$ cat src/rtl/ext_arb_pkg.sv
// Shared types and constants for the two-requester external memory arbiter.
package ext_arb_pkg;

    // Arbiter transaction sequencing
    typedef enum logic [1:0] {
        ST_IDLE  = 2'd0,
        ST_ISSUE = 2'd1,
        ST_WAIT  = 2'd2,
        ST_RESP  = 2'd3
    } arb_state_e;

    // Kind of request held in a slot
    typedef enum logic {
        REQ_RD = 1'b0,
        REQ_WR = 1'b1
    } req_type_e;

    // Response encoding: bit0 done, bit1 error
    localparam logic [1:0] RESP_NONE = 2'b00;
    localparam logic [1:0] RESP_OK   = 2'b01;
    localparam logic [1:0] RESP_ERR  = 2'b11;

endpackage

$ cat src/rtl/ext_arb_req_slot.sv
// One-deep request buffer for a single requester; flags protocol violations.
module ext_arb_req_slot
    import ext_arb_pkg::*;
#(
    parameter int unsigned ADDR_W = 20,
    parameter int unsigned DATA_W = 32
) (
    input  logic              clk,
    input  logic              rstn,
    input  logic [ADDR_W-1:0] data_addr,
    input  logic [DATA_W-1:0] wdata,
    input  logic              awvalid,
    input  logic              wvalid,
    input  logic              arvalid,
    input  logic              clr,
    output logic              pending,
    output req_type_e         req_type,
    output logic [ADDR_W-1:0] addr_q,
    output logic [DATA_W-1:0] wdata_q,
    output logic              ovf
);

    logic any_c;
    logic viol_c;
    logic cap_c;

    // Classify the request pulse: capture into an empty slot, otherwise drop and flag
    always_comb begin
        any_c  = awvalid | wvalid | arvalid;
        viol_c = any_c & (pending | (awvalid ^ wvalid) | ((awvalid | wvalid) & arvalid));
        cap_c  = any_c & ~viol_c;
    end

    // Slot contents and sticky violation flag
    always_ff @(posedge clk or negedge rstn) begin
        if (!rstn) begin
            pending  <= 1'b0;
            req_type <= REQ_RD;
            addr_q   <= '0;
            wdata_q  <= '0;
            ovf      <= 1'b0;
        end else begin
            if (clr) begin
                pending <= 1'b0;
            end else if (cap_c) begin
                pending  <= 1'b1;
                req_type <= (awvalid) ? REQ_WR : REQ_RD;
                addr_q   <= data_addr;
                wdata_q  <= (awvalid) ? wdata : '0;
            end
            if (viol_c) begin
                ovf <= 1'b1;
            end
        end
    end

endmodule

$ cat src/rtl/ext_mem_arbiter.sv
// Round-robin arbiter sharing one external memory port between two cache controllers.
// Optional watchdog on the memory response is enabled by defining ARB_TIMEOUT_EN.
module ext_mem_arbiter
    import ext_arb_pkg::*;
#(
    parameter int unsigned ADDR_W      = 20,
    parameter int unsigned DATA_W      = 32,
    parameter int unsigned TIMEOUT_CYC = 1024
) (
    input  logic              clk,
    input  logic              rstn,
    input  logic [ADDR_W-1:0] r0_data_addr,
    input  logic [ADDR_W-1:0] r1_data_addr,
    input  logic [DATA_W-1:0] r0_wdata,
    input  logic [DATA_W-1:0] r1_wdata,
    input  logic              r0_awvalid,
    input  logic              r0_wvalid,
    input  logic              r1_awvalid,
    input  logic              r1_wvalid,
    input  logic              r0_arvalid,
    input  logic              r1_arvalid,
    output logic              r0_rvalid,
    output logic              r1_rvalid,
    output logic [DATA_W-1:0] r0_rdata,
    output logic [DATA_W-1:0] r1_rdata,
    output logic [1:0]        r0_w_resp,
    output logic [1:0]        r1_w_resp,
    output logic [1:0]        r0_r_resp,
    output logic [1:0]        r1_r_resp,
    output logic              r0_busy,
    output logic              r1_busy,
    output logic              r0_ovf,
    output logic              r1_ovf,
    output logic [ADDR_W-1:0] ext_data_addr,
    output logic [DATA_W-1:0] ext_wdata,
    output logic              ext_awvalid,
    output logic              ext_wvalid,
    output logic              ext_arvalid,
    input  logic              ext_rvalid,
    input  logic [DATA_W-1:0] ext_rdata,
    input  logic [1:0]        ext_w_resp,
    input  logic [1:0]        ext_r_resp
);

    if (TIMEOUT_CYC < 1) begin : g_bad_timeout
        $error("TIMEOUT_CYC must be at least 1");
    end

    // Slot interface
    logic              pend     [2];
    req_type_e         rtype    [2];
    logic [ADDR_W-1:0] saddr    [2];
    logic [DATA_W-1:0] swdata   [2];
    logic              sovf     [2];
    logic              clr_c    [2];

    // Arbiter state
    arb_state_e state_q, state_d;
    logic       gnt_q, gnt_d;
    logic       last_q, last_d;
    req_type_e  gtype_q, gtype_d;
    logic       sel_c;

    // Registered outputs and their next values
    logic [ADDR_W-1:0] ext_addr_d;
    logic [DATA_W-1:0] ext_wdata_d;
    logic              ext_awvalid_d, ext_wvalid_d, ext_arvalid_d;
    logic [1:0]        wresp_q  [2], wresp_d  [2];
    logic [1:0]        rresp_q  [2], rresp_d  [2];
    logic              rvalid_q [2], rvalid_d [2];
    logic [DATA_W-1:0] rdata_q  [2], rdata_d  [2];

    // Read data is qualified by ext_r_resp[0]; ext_rvalid carries no extra information
    logic unused_ext_rvalid;
    assign unused_ext_rvalid = ext_rvalid;

`ifdef ARB_TIMEOUT_EN
    localparam int unsigned TMR_W = $clog2(TIMEOUT_CYC + 1);
    logic [TMR_W-1:0] tmr_q, tmr_d;
`endif

    ext_arb_req_slot #(.ADDR_W(ADDR_W), .DATA_W(DATA_W)) u_slot0 (
        .clk       (clk),
        .rstn      (rstn),
        .data_addr (r0_data_addr),
        .wdata     (r0_wdata),
        .awvalid   (r0_awvalid),
        .wvalid    (r0_wvalid),
        .arvalid   (r0_arvalid),
        .clr       (clr_c[0]),
        .pending   (pend[0]),
        .req_type  (rtype[0]),
        .addr_q    (saddr[0]),
        .wdata_q   (swdata[0]),
        .ovf       (sovf[0])
    );

    ext_arb_req_slot #(.ADDR_W(ADDR_W), .DATA_W(DATA_W)) u_slot1 (
        .clk       (clk),
        .rstn      (rstn),
        .data_addr (r1_data_addr),
        .wdata     (r1_wdata),
        .awvalid   (r1_awvalid),
        .wvalid    (r1_wvalid),
        .arvalid   (r1_arvalid),
        .clr       (clr_c[1]),
        .pending   (pend[1]),
        .req_type  (rtype[1]),
        .addr_q    (saddr[1]),
        .wdata_q   (swdata[1]),
        .ovf       (sovf[1])
    );

    // Next-state and next-output logic; pulsed outputs default to zero every cycle
    always_comb begin
        state_d       = state_q;
        gnt_d         = gnt_q;
        last_d        = last_q;
        gtype_d       = gtype_q;
        sel_c         = 1'b0;
        ext_addr_d    = '0;
        ext_wdata_d   = '0;
        ext_awvalid_d = 1'b0;
        ext_wvalid_d  = 1'b0;
        ext_arvalid_d = 1'b0;
        for (int i = 0; i < 2; i++) begin
            wresp_d[i]  = RESP_NONE;
            rresp_d[i]  = RESP_NONE;
            rvalid_d[i] = 1'b0;
            rdata_d[i]  = '0;
            clr_c[i]    = 1'b0;
        end
`ifdef ARB_TIMEOUT_EN
        tmr_d = '0;
`endif

        case (state_q)
            ST_IDLE: begin
                if (pend[0] | pend[1]) begin
                    sel_c       = (pend[0] & pend[1]) ? ~last_q : pend[1];
                    gnt_d       = sel_c;
                    gtype_d     = rtype[sel_c];
                    ext_addr_d  = saddr[sel_c];
                    if (rtype[sel_c] == REQ_WR) begin
                        ext_wdata_d   = swdata[sel_c];
                        ext_awvalid_d = 1'b1;
                        ext_wvalid_d  = 1'b1;
                    end else begin
                        ext_arvalid_d = 1'b1;
                    end
                    state_d = ST_ISSUE;
                end
            end
            ST_ISSUE: begin
                state_d = ST_WAIT;
            end
            ST_WAIT: begin
                if (gtype_q == REQ_WR && ext_w_resp[0]) begin
                    wresp_d[gnt_q] = ext_w_resp;
                    state_d        = ST_RESP;
                end else if (gtype_q == REQ_RD && ext_r_resp[0]) begin
                    rresp_d[gnt_q]  = ext_r_resp;
                    rvalid_d[gnt_q] = 1'b1;
                    rdata_d[gnt_q]  = ext_rdata;
                    state_d         = ST_RESP;
                end
`ifdef ARB_TIMEOUT_EN
                else if (tmr_q == TMR_W'(TIMEOUT_CYC - 1)) begin
                    if (gtype_q == REQ_WR) begin
                        wresp_d[gnt_q] = RESP_ERR;
                    end else begin
                        rresp_d[gnt_q]  = RESP_ERR;
                        rvalid_d[gnt_q] = 1'b1;
                    end
                    state_d = ST_RESP;
                end else begin
                    tmr_d = tmr_q + TMR_W'(1);
                end
`endif
            end
            ST_RESP: begin
                clr_c[gnt_q] = 1'b1;
                last_d       = gnt_q;
                state_d      = ST_IDLE;
            end
            default: begin
                state_d = ST_IDLE;
            end
        endcase
    end

    // State and output registers
    always_ff @(posedge clk or negedge rstn) begin
        if (!rstn) begin
            state_q       <= ST_IDLE;
            gnt_q         <= 1'b0;
            last_q        <= 1'b1;
            gtype_q       <= REQ_RD;
            ext_data_addr <= '0;
            ext_wdata     <= '0;
            ext_awvalid   <= 1'b0;
            ext_wvalid    <= 1'b0;
            ext_arvalid   <= 1'b0;
            for (int i = 0; i < 2; i++) begin
                wresp_q[i]  <= RESP_NONE;
                rresp_q[i]  <= RESP_NONE;
                rvalid_q[i] <= 1'b0;
                rdata_q[i]  <= '0;
            end
`ifdef ARB_TIMEOUT_EN
            tmr_q <= '0;
`endif
        end else begin
            state_q       <= state_d;
            gnt_q         <= gnt_d;
            last_q        <= last_d;
            gtype_q       <= gtype_d;
            ext_data_addr <= ext_addr_d;
            ext_wdata     <= ext_wdata_d;
            ext_awvalid   <= ext_awvalid_d;
            ext_wvalid    <= ext_wvalid_d;
            ext_arvalid   <= ext_arvalid_d;
            for (int i = 0; i < 2; i++) begin
                wresp_q[i]  <= wresp_d[i];
                rresp_q[i]  <= rresp_d[i];
                rvalid_q[i] <= rvalid_d[i];
                rdata_q[i]  <= rdata_d[i];
            end
`ifdef ARB_TIMEOUT_EN
            tmr_q <= tmr_d;
`endif
        end
    end

    assign r0_rvalid = rvalid_q[0];
    assign r1_rvalid = rvalid_q[1];
    assign r0_rdata  = rdata_q[0];
    assign r1_rdata  = rdata_q[1];
    assign r0_w_resp = wresp_q[0];
    assign r1_w_resp = wresp_q[1];
    assign r0_r_resp = rresp_q[0];
    assign r1_r_resp = rresp_q[1];
    assign r0_busy   = pend[0];
    assign r1_busy   = pend[1];
    assign r0_ovf    = sovf[0];
    assign r1_ovf    = sovf[1];

endmodule

$ cat config.mk
export PLATFORM = sky130hd
export DESIGN_NAME = ext_mem_arbiter
export DESIGN_NICKNAME = d
export VERILOG_FILES = /design/src/rtl/ext_arb_pkg.sv /design/src/rtl/ext_arb_req_slot.sv /design/src/rtl/ext_mem_arbiter.sv
export SDC_FILE = /design/constraint.sdc
export NUM_CORES = 1
export LEC_CHECK = 0
export ABC_AREA = 1
export CORE_MARGIN = 4
export CORE_UTILIZATION = 43
export DETAILED_ROUTE_END_ITERATION = 12
export PLACE_DENSITY = 0.72
export SYNTH_ARGS = -nofsm -noshare
export SYNTH_HDL_FRONTEND = slang
export SYNTH_SLANG_ARGS = --single-unit
$ cat constraint.sdc
create_clock -name clk -period 1.3 [get_ports clk]
set_input_delay 0.39 -clock clk [delete_from_list [all_inputs] [get_ports clk]]
set_output_delay 0.39 -clock clk [all_outputs]
set_load 0.01 [all_outputs]
==> results of run 1 <==
[how the worst max path moves through the flow]
stage | to | start | slack, ns | cells after the start
detailed placement | u_slot0.wdata_q[14]$_DFFE_PN0P_ | r0_awvalid | -0.93 | 8
floorplan | u_slot0.addr_q[0]$_DFFE_PN0P_ | r0_awvalid | -0.34 | 11
CTS | u_slot1.addr_q[18]$_DFFE_PN0P_ | u_slot1.pending$_DFFE_PN0P_ | -0.25 | 8
finish | u_slot1.wdata_q[31]$_DFFE_PN0P_ | u_slot1.pending$_DFFE_PN0P_ | -0.32 | 9
global route | u_slot1.wdata_q[31]$_DFFE_PN0P_ | u_slot1.pending$_DFFE_PN0P_ | -0.34 | 9
global placement | u_slot0.wdata_q[17]$_DFFE_PN0P_ | r0_awvalid | -0.86 | 8
[kinds of logic (layout without fill, tap and decap cells)]
logic type / Yosys count / after routing / synth area share, %
buf+inv: 215 / 603 / 9.06
fa+ha+maj: 5 / 5 / 0.635
simple gates: 612 / 613 / 24.4
compound gates: 79 / 79 / 4.09
flops: 243 / 243 / 61.8
other cells: 0 / 1 / 0
[sequential cells by signal, indices dropped and copies added (netlist names), 2 cells and up]
name             count
ext_wdata           32
r0_rdata            32
r1_rdata            32
u_slot0.wdata_q     32
u_slot1.wdata_q     32
ext_data_addr       20
u_slot0.addr_q      20
u_slot1.addr_q      20
r0_r_resp            2
r0_w_resp            2
r1_r_resp            2
r1_w_resp            2
state_q              2
[metrics by stage]
stage | std cells | setup slack (ns) | utilization, % | TNS, ns
2_1_floorplan | 1154 | -0.340 | - | -34.41
3_3_place_gp | 1724 | -0.861 | 60.0 | -101.21
3_5_place_dp | 1724 | -0.931 | 60.0 | -106.15
4_1_cts | 1788 | -0.254 | 64.5 | -49.60
5_1_grt | 1828 | -0.343 | 73.4 | -65.65
6_report | 1829 | -0.321 | 73.4 | -50.89
[Yosys cell counts (2+ instances only)]
library cell	instances
o21ai_0	64
dfrtp_1	242
nand2_1	418
clkbuf_1	26
inv_1	154
ha_1	5
nor2_1	144
buf_2	20
buf_1	3
buf_6	5
nand2_2	4
nor3_1	2
nand3_1	37
o21ai_1	11
nor2_4	2
buf_4	6
[layer usage]
metal	routed length, um	GRT usage [%]	vias up
met5	14	0	-
met4	1560	5.76	2
met3	2570	5.41	135
met2	18400	38.9	441
met1	13800	29.0	4511
li1	-	-	4177
[power breakdown]
part           switching [mW]  internal (mW)
registers                1.53           9.84
logic                    7.96           6.61
clock network            3.13           5.09
[timing repair]
item                       4_1_cts  5_1_grt
hold buffers                     1        0
buffers inserted                12       13
setup endpoints to repair      354      372
gates resized for setup        655      383
pin swaps                       12       46
gates cloned                     6       30
hold endpoints to repair        49        0
[area by class of cell]
class,instances,area [sq um],area share (%)
well taps,285,357,2.15
flip-flops and latches,243,6090,36.7
clock buffers,29,671,4.05
multi-input cells,697,4240,25.6
diodes,1,2.50,0.0151
inverters,155,592,3.57
clock inverters,16,263,1.59
repair buffers,403,4360,26.3
==> results.json, run 1 <==
{
  "slew_violations": 0,
  "clk_pin_slew_ns": 0.06,
  "skew_ns": 0.0132,
  "leakage_nw": 9.05,
  "place_congestion": 0.820,
  "worstRegToRegCells": 9,
  "synth_warnings": 0,
  "die-area_sq_mm": 0.0254,
  "ios": 282,
  "ys_ff_latch": 243,
  "grt_pass1_vias": 8913,
  "setup_viol": 366,
  "crit_type": "register to register",
  "rsz0062_at_grt": "yes",
  "hold_path_class": "input pin to asynchronous set/reset pin",
  "most-common-layout-cells": "nand2_1, dfrtp_1, clkdlybuf4s50_1",
  "place_hpwl_mm": 19.9,
  "cp_max_fo": 7,
  "violations": "setup timing",
  "clock_latency_ns": 0.53,
  "vias": 9266,
  "yosysTopAreaCell": "dfrtp_1",
  "syn-num-nets": 1308,
  "status": "finished with violations",
  "num_rows": 55,
  "critPathLaunchType": "register",
  "cp_slowest_stage_delay_ns": 0.43,
  "die_y_um": 159,
  "grt_overflow": 0,
  "synthTopCellsByArea": "dfrtp_1, nand2_1, inv_1, nor2_1, o21ai_0",
  "path_cells": "buf_6 > buf_6 > nor2_4 > nand2_4 > nor2_4 > buf_12 > clkbuf_16 > nand2_1 > nand2_1",
  "cts_root_buf": "clkbuf_16",
  "hold_viol_final": 0,
  "syn_inst": 1154,
  "grt_max_degree": 67,
  "syn-mean-instance-area_sq_um": 8.53,
  "max-vdd-ir-drop_mv": 0.879,
  "core_area_sq_mm": 0.0226,
  "slowest_stage": "dfrtp_2",
  "clockBufferDepth": 3,
  "fillCellCount": 1507,
  "cts_buffers": 25,
  "ant_nets": 0,
  "wl_per_cell_um": 19.9,
  "start_util_pct": 43.6,
  "layout_commonest_cell": "nand2_1",
  "worstMarginPinSlew_ns": 0.420,
  "htreeDepth": 1,
  "ys_types": 27,
  "antenna_found_initial": 3,
  "min_period_ns": 1.62,
  "synth_edf_count": 0,
  "grt_use_total_pct": 22.6,
  "max_clock_freq_mhz": 617,
  "period_share_pct": 125,
  "place_area_sq_mm": 0.0135,
  "slew_headroom_pct": 72.0,
  "viasPerCell": 5.07,
  "synth_seq_area_share_pct": 61.8,
  "nets": 1679,
  "power_density_mw_per_mm2": 2060,
  "power.total_mw": 34.2,
  "stdcell_area_sq_mm": 0.0166,
  "io_buffers": 280,
  "timing.max_cap.violations": 0,
  "holdWs_ns": 0.301,
  "cp.required_ns": 1.76,
  "worst_ep_arrival_time_ns": 2.08,
  "rrSetupSlack_ns": -0.32,
  "async_flop_share_pct": 100,
  "post-route-worst-setup-slack_ns": -0.321,
  "first_iter_violations": 686,
  "syn2layout_area_growth_pct": 68.3,
  "drc": 0,
  "r2r_start": "u_slot1.pending$_DFFE_PN0P_",
  "critPathTopFamily": "buffers and inverters",
  "crit_buf_inv": 4,
  "cts_sinks": 243,
  "worstSetupEndpointType": "register",
  "dr.pass1.iters": 5,
  "cts_tree": "yes",
  "synth_top_cell_area_share_pct": 61.5,
  "drive_above_1_share_pct": 37.7,
  "syn-cell-area_sq_mm": 0.00985,
  "die_x_um": 159,
  "grt_pass1_wl_mm": 46.8,
  "synth_ff_type": "dfrtp_1",
  "wl_mm": 36.3,
  "r2r-end": "u_slot1.wdata_q[31]$_DFFE_PN0P_"
}
Note: power is estimated with default switching activity, not from simulation.
==> run 2, diff against run 1 <==
--- a/config.mk
+++ b/config.mk
@@ -7,4 +7,5 @@
 export LEC_CHECK = 0
 export ABC_AREA = 1
+export CORE_ASPECT_RATIO = 0.8
 export CORE_MARGIN = 4
 export CORE_UTILIZATION = 43
==> constraint.sdc (replaced) <==
create_clock -name clk -period 1.3 [get_ports clk]
set_input_delay 0.39 -clock clk [delete_from_list [all_inputs] [get_ports clk]]
set_output_delay 0.39 -clock clk [all_outputs]
set_load 0.005 [all_outputs]
==> run 2 against run 1 <==
The run still ends with setup timing left. Sequential share of layout area is 3.0 points higher. Maximum frequency is 5.9% higher. Sequential cell count stayed put. Non-clock buffer count is 18 lower. Final area is 7.5% lower. Power is 12% lower. Critical endpoint is now ext_wvalid. First-iteration DRC count is 25% lower. Largest power group unchanged. Critical path type is now register to output pin. Combinational power is 19% lower. Largest cell class unchanged. Die area hardly changed.
==> results.json, run 2 (synthesis gave the netlist of run 1 again) <==
{
  "cts_buffers": 26,
  "switching_share_pct": 35.3,
  "crit_path_frequent_cell": "buf_6",
  "p_switching_mw": 10.6,
  "io_buffers": 280,
  "stdcell_area_sq_mm": 0.0153,
  "power.total_mw": 29.9,
  "leakage_nw": 8.78,
  "grt_use_total_pct": 21.8,
  "clk_pin_slew_ns": 0.06,
  "clockBufferDepth": 3,
  "slew_violations": 0,
  "crit_buf_inv": 2,
  "clock_latency_ns": 0.53,
  "nets": 1661,
  "skew_ns": 0.0182,
  "max_clock_freq_mhz": 653,
  "seqPwrFrac_pct": 37.3,
  "cp_slowest_stage_delay_ns": 0.39,
  "core_area_sq_mm": 0.0225,
  "status": "finished with violations",
  "die_x_um": 177,
  "p_int_mw": 19.4,
  "vias": 8742,
  "wl_per_cell_um": 17.2,
  "cp_max_fo": 2,
  "syn2layout_area_growth_pct": 55.7,
  "grt_overflow": 0,
  "p_comb_share_pct": 39.4,
  "post-route-worst-setup-slack_ns": -0.231,
  "cts_root_buf": "clkbuf_16",
  "grt_pass1_wl_mm": 44.2,
  "p_clk_share_pct": 23.4,
  "violations": "setup timing",
  "start_util_pct": 43.8,
  "min_period_ns": 1.53,
  "dp_cells": 1744,
  "slew_headroom_pct": 70.6,
  "place_congestion": 0.887,
  "place_hpwl_mm": 20.0,
  "worstMarginPinSlew_ns": 0.442,
  "rsz0062_at_grt": "yes",
  "slowest_stage": "dfrtp_1",
  "hold_viol_final": 0,
  "crit_type": "register to output pin",
  "viasPerCell": 4.78,
  "most-common-layout-cells": "nand2_1, dfrtp_1, inv_1",
  "grt_max_degree": 41,
  "period_share_pct": 118,
  "critPathTopFamily": "flip-flops",
  "timing.max_cap.violations": 0,
  "place_area_sq_mm": 0.0136,
  "first_iter_violations": 517,
  "holdWs_ns": 0.359,
  "max-vdd-ir-drop_mv": 1.26,
  "worstSetupEndpointType": "output pin",
  "critPathLaunchType": "register",
  "ant_nets": 0,
  "dr.pass1.iters": 5,
  "worst_ep_arrival_time_ns": 1.14,
  "cts_tree": "yes",
  "drive_above_1_share_pct": 30.9,
  "cts_sinks": 243,
  "stdcell_count": 1829,
  "antenna_found_initial": 2,
  "drc": 0,
  "power_density_mw_per_mm2": 1950,
  "layout_commonest_cell": "nand2_1",
  "diodes": 0,
  "hold_path_class": "input pin to asynchronous set/reset pin",
  "setup_viol": 333,
  "cp.required_ns": 0.91,
  "grt_pass1_vias": 8433,
  "setup_tns_ns": -38.14,
  "wl_mm": 31.5,
  "ios": 282,
  "die_y_um": 143,
  "path_cells": "buf_6 > buf_6",
  "num_rows": 49,
  "htreeDepth": 1,
  "die-area_sq_mm": 0.0254
}
==> run 2: cell types whose count changed in the layout (fill, tap and decap cells not counted), moves of 7 or more <==
cell / delta
o21ai_2: +8
nand2_2: -7
buf_2: +34
o21ai_1: -12
nand2_1: +9
buf_6: -36
nor2_2: -22
nor2_4: -57
nor2_1: +79
==> run 2: final timing paths <==
check / slack [ns] / depth (start not counted) / end / from
max reg2reg: -0.22 / 9 / u_slot1.wdata_q[18]$_DFFE_PN0P_ / u_slot1.pending$_DFFE_PN0P_
max: -0.23 / 2 / ext_wvalid / ext_wvalid$_DFF_PN0_
min: 0.36 / 2 / ext_wdata[10]$_DFF_PN0_ / rstn
min reg2reg: 0.47 / 2 / u_slot1.addr_q[10]$_DFFE_PN0P_ / u_slot1.addr_q[10]$_DFFE_PN0P_
max in group asynchronous: 0.41 / 3 / ext_data_addr[11]$_DFF_PN0_ / rstn
min in group clk: 0.39 / 3 / u_slot1.addr_q[8]$_DFFE_PN0P_ / r1_data_addr[8]
==> run 2: what timing repair did <==
| action | CTS | global route |
|---|---|---|
| hold endpoints to repair | 25 | 0 |
| buffers inserted | 8 | 13 |
| resized for setup | 587 | 247 |
| cloned | 2 | 19 |
| endpoints found under the setup margin | 353 | 369 |
| pin swaps | 5 | 58 |
| hold buffers | 1 | 0 |
==> run 2: layout make-up <==
class	instances	area (sq um)
sequential	243	6080
multi-input combinational	696	3690
tap	306	383
clock inverter	9	91.3
inverter	155	589
timing repair buffer	385	3770
clock buffer	35	714
fill	1795	7170
==> run 2: power by group through the flow <==
stage,clock [mW],sequential [mW],combinational (mW)
CTS,7.13,10.9,9.50
global route,7.45,11.4,12.9
finish,7.00,11.2,11.8
detailed placement,0,11.0,9.57
global placement,0,11.0,9.34
floorplan,0,10.8,4.97
==> run 2: metal layers <==
layer	GRT usage (%)	wire (um)
met5	0	25
met4	5.21	655
met3	4.23	2090
met2	36.6	15600
met1	29.7	13100
==> run 2: through the flow <==
| step | utilization [%] | worst slack, ns |
|---|---|---|
| final | 68.1 | -0.231 |
| after global routing | 68.1 | -0.279 |
| after CTS | 62.1 | -0.256 |
| after detailed placement | 60.4 | -0.812 |
| after global placement | 60.4 | -0.849 |
| after floorplan | - | -0.339 |
==> run 3, diff against run 2 <==
- HOLD_SLACK_MARGIN: default -> 0.15
==> results of run 3 <==
Final layout, timing and power as in run 2 (identical DEF).
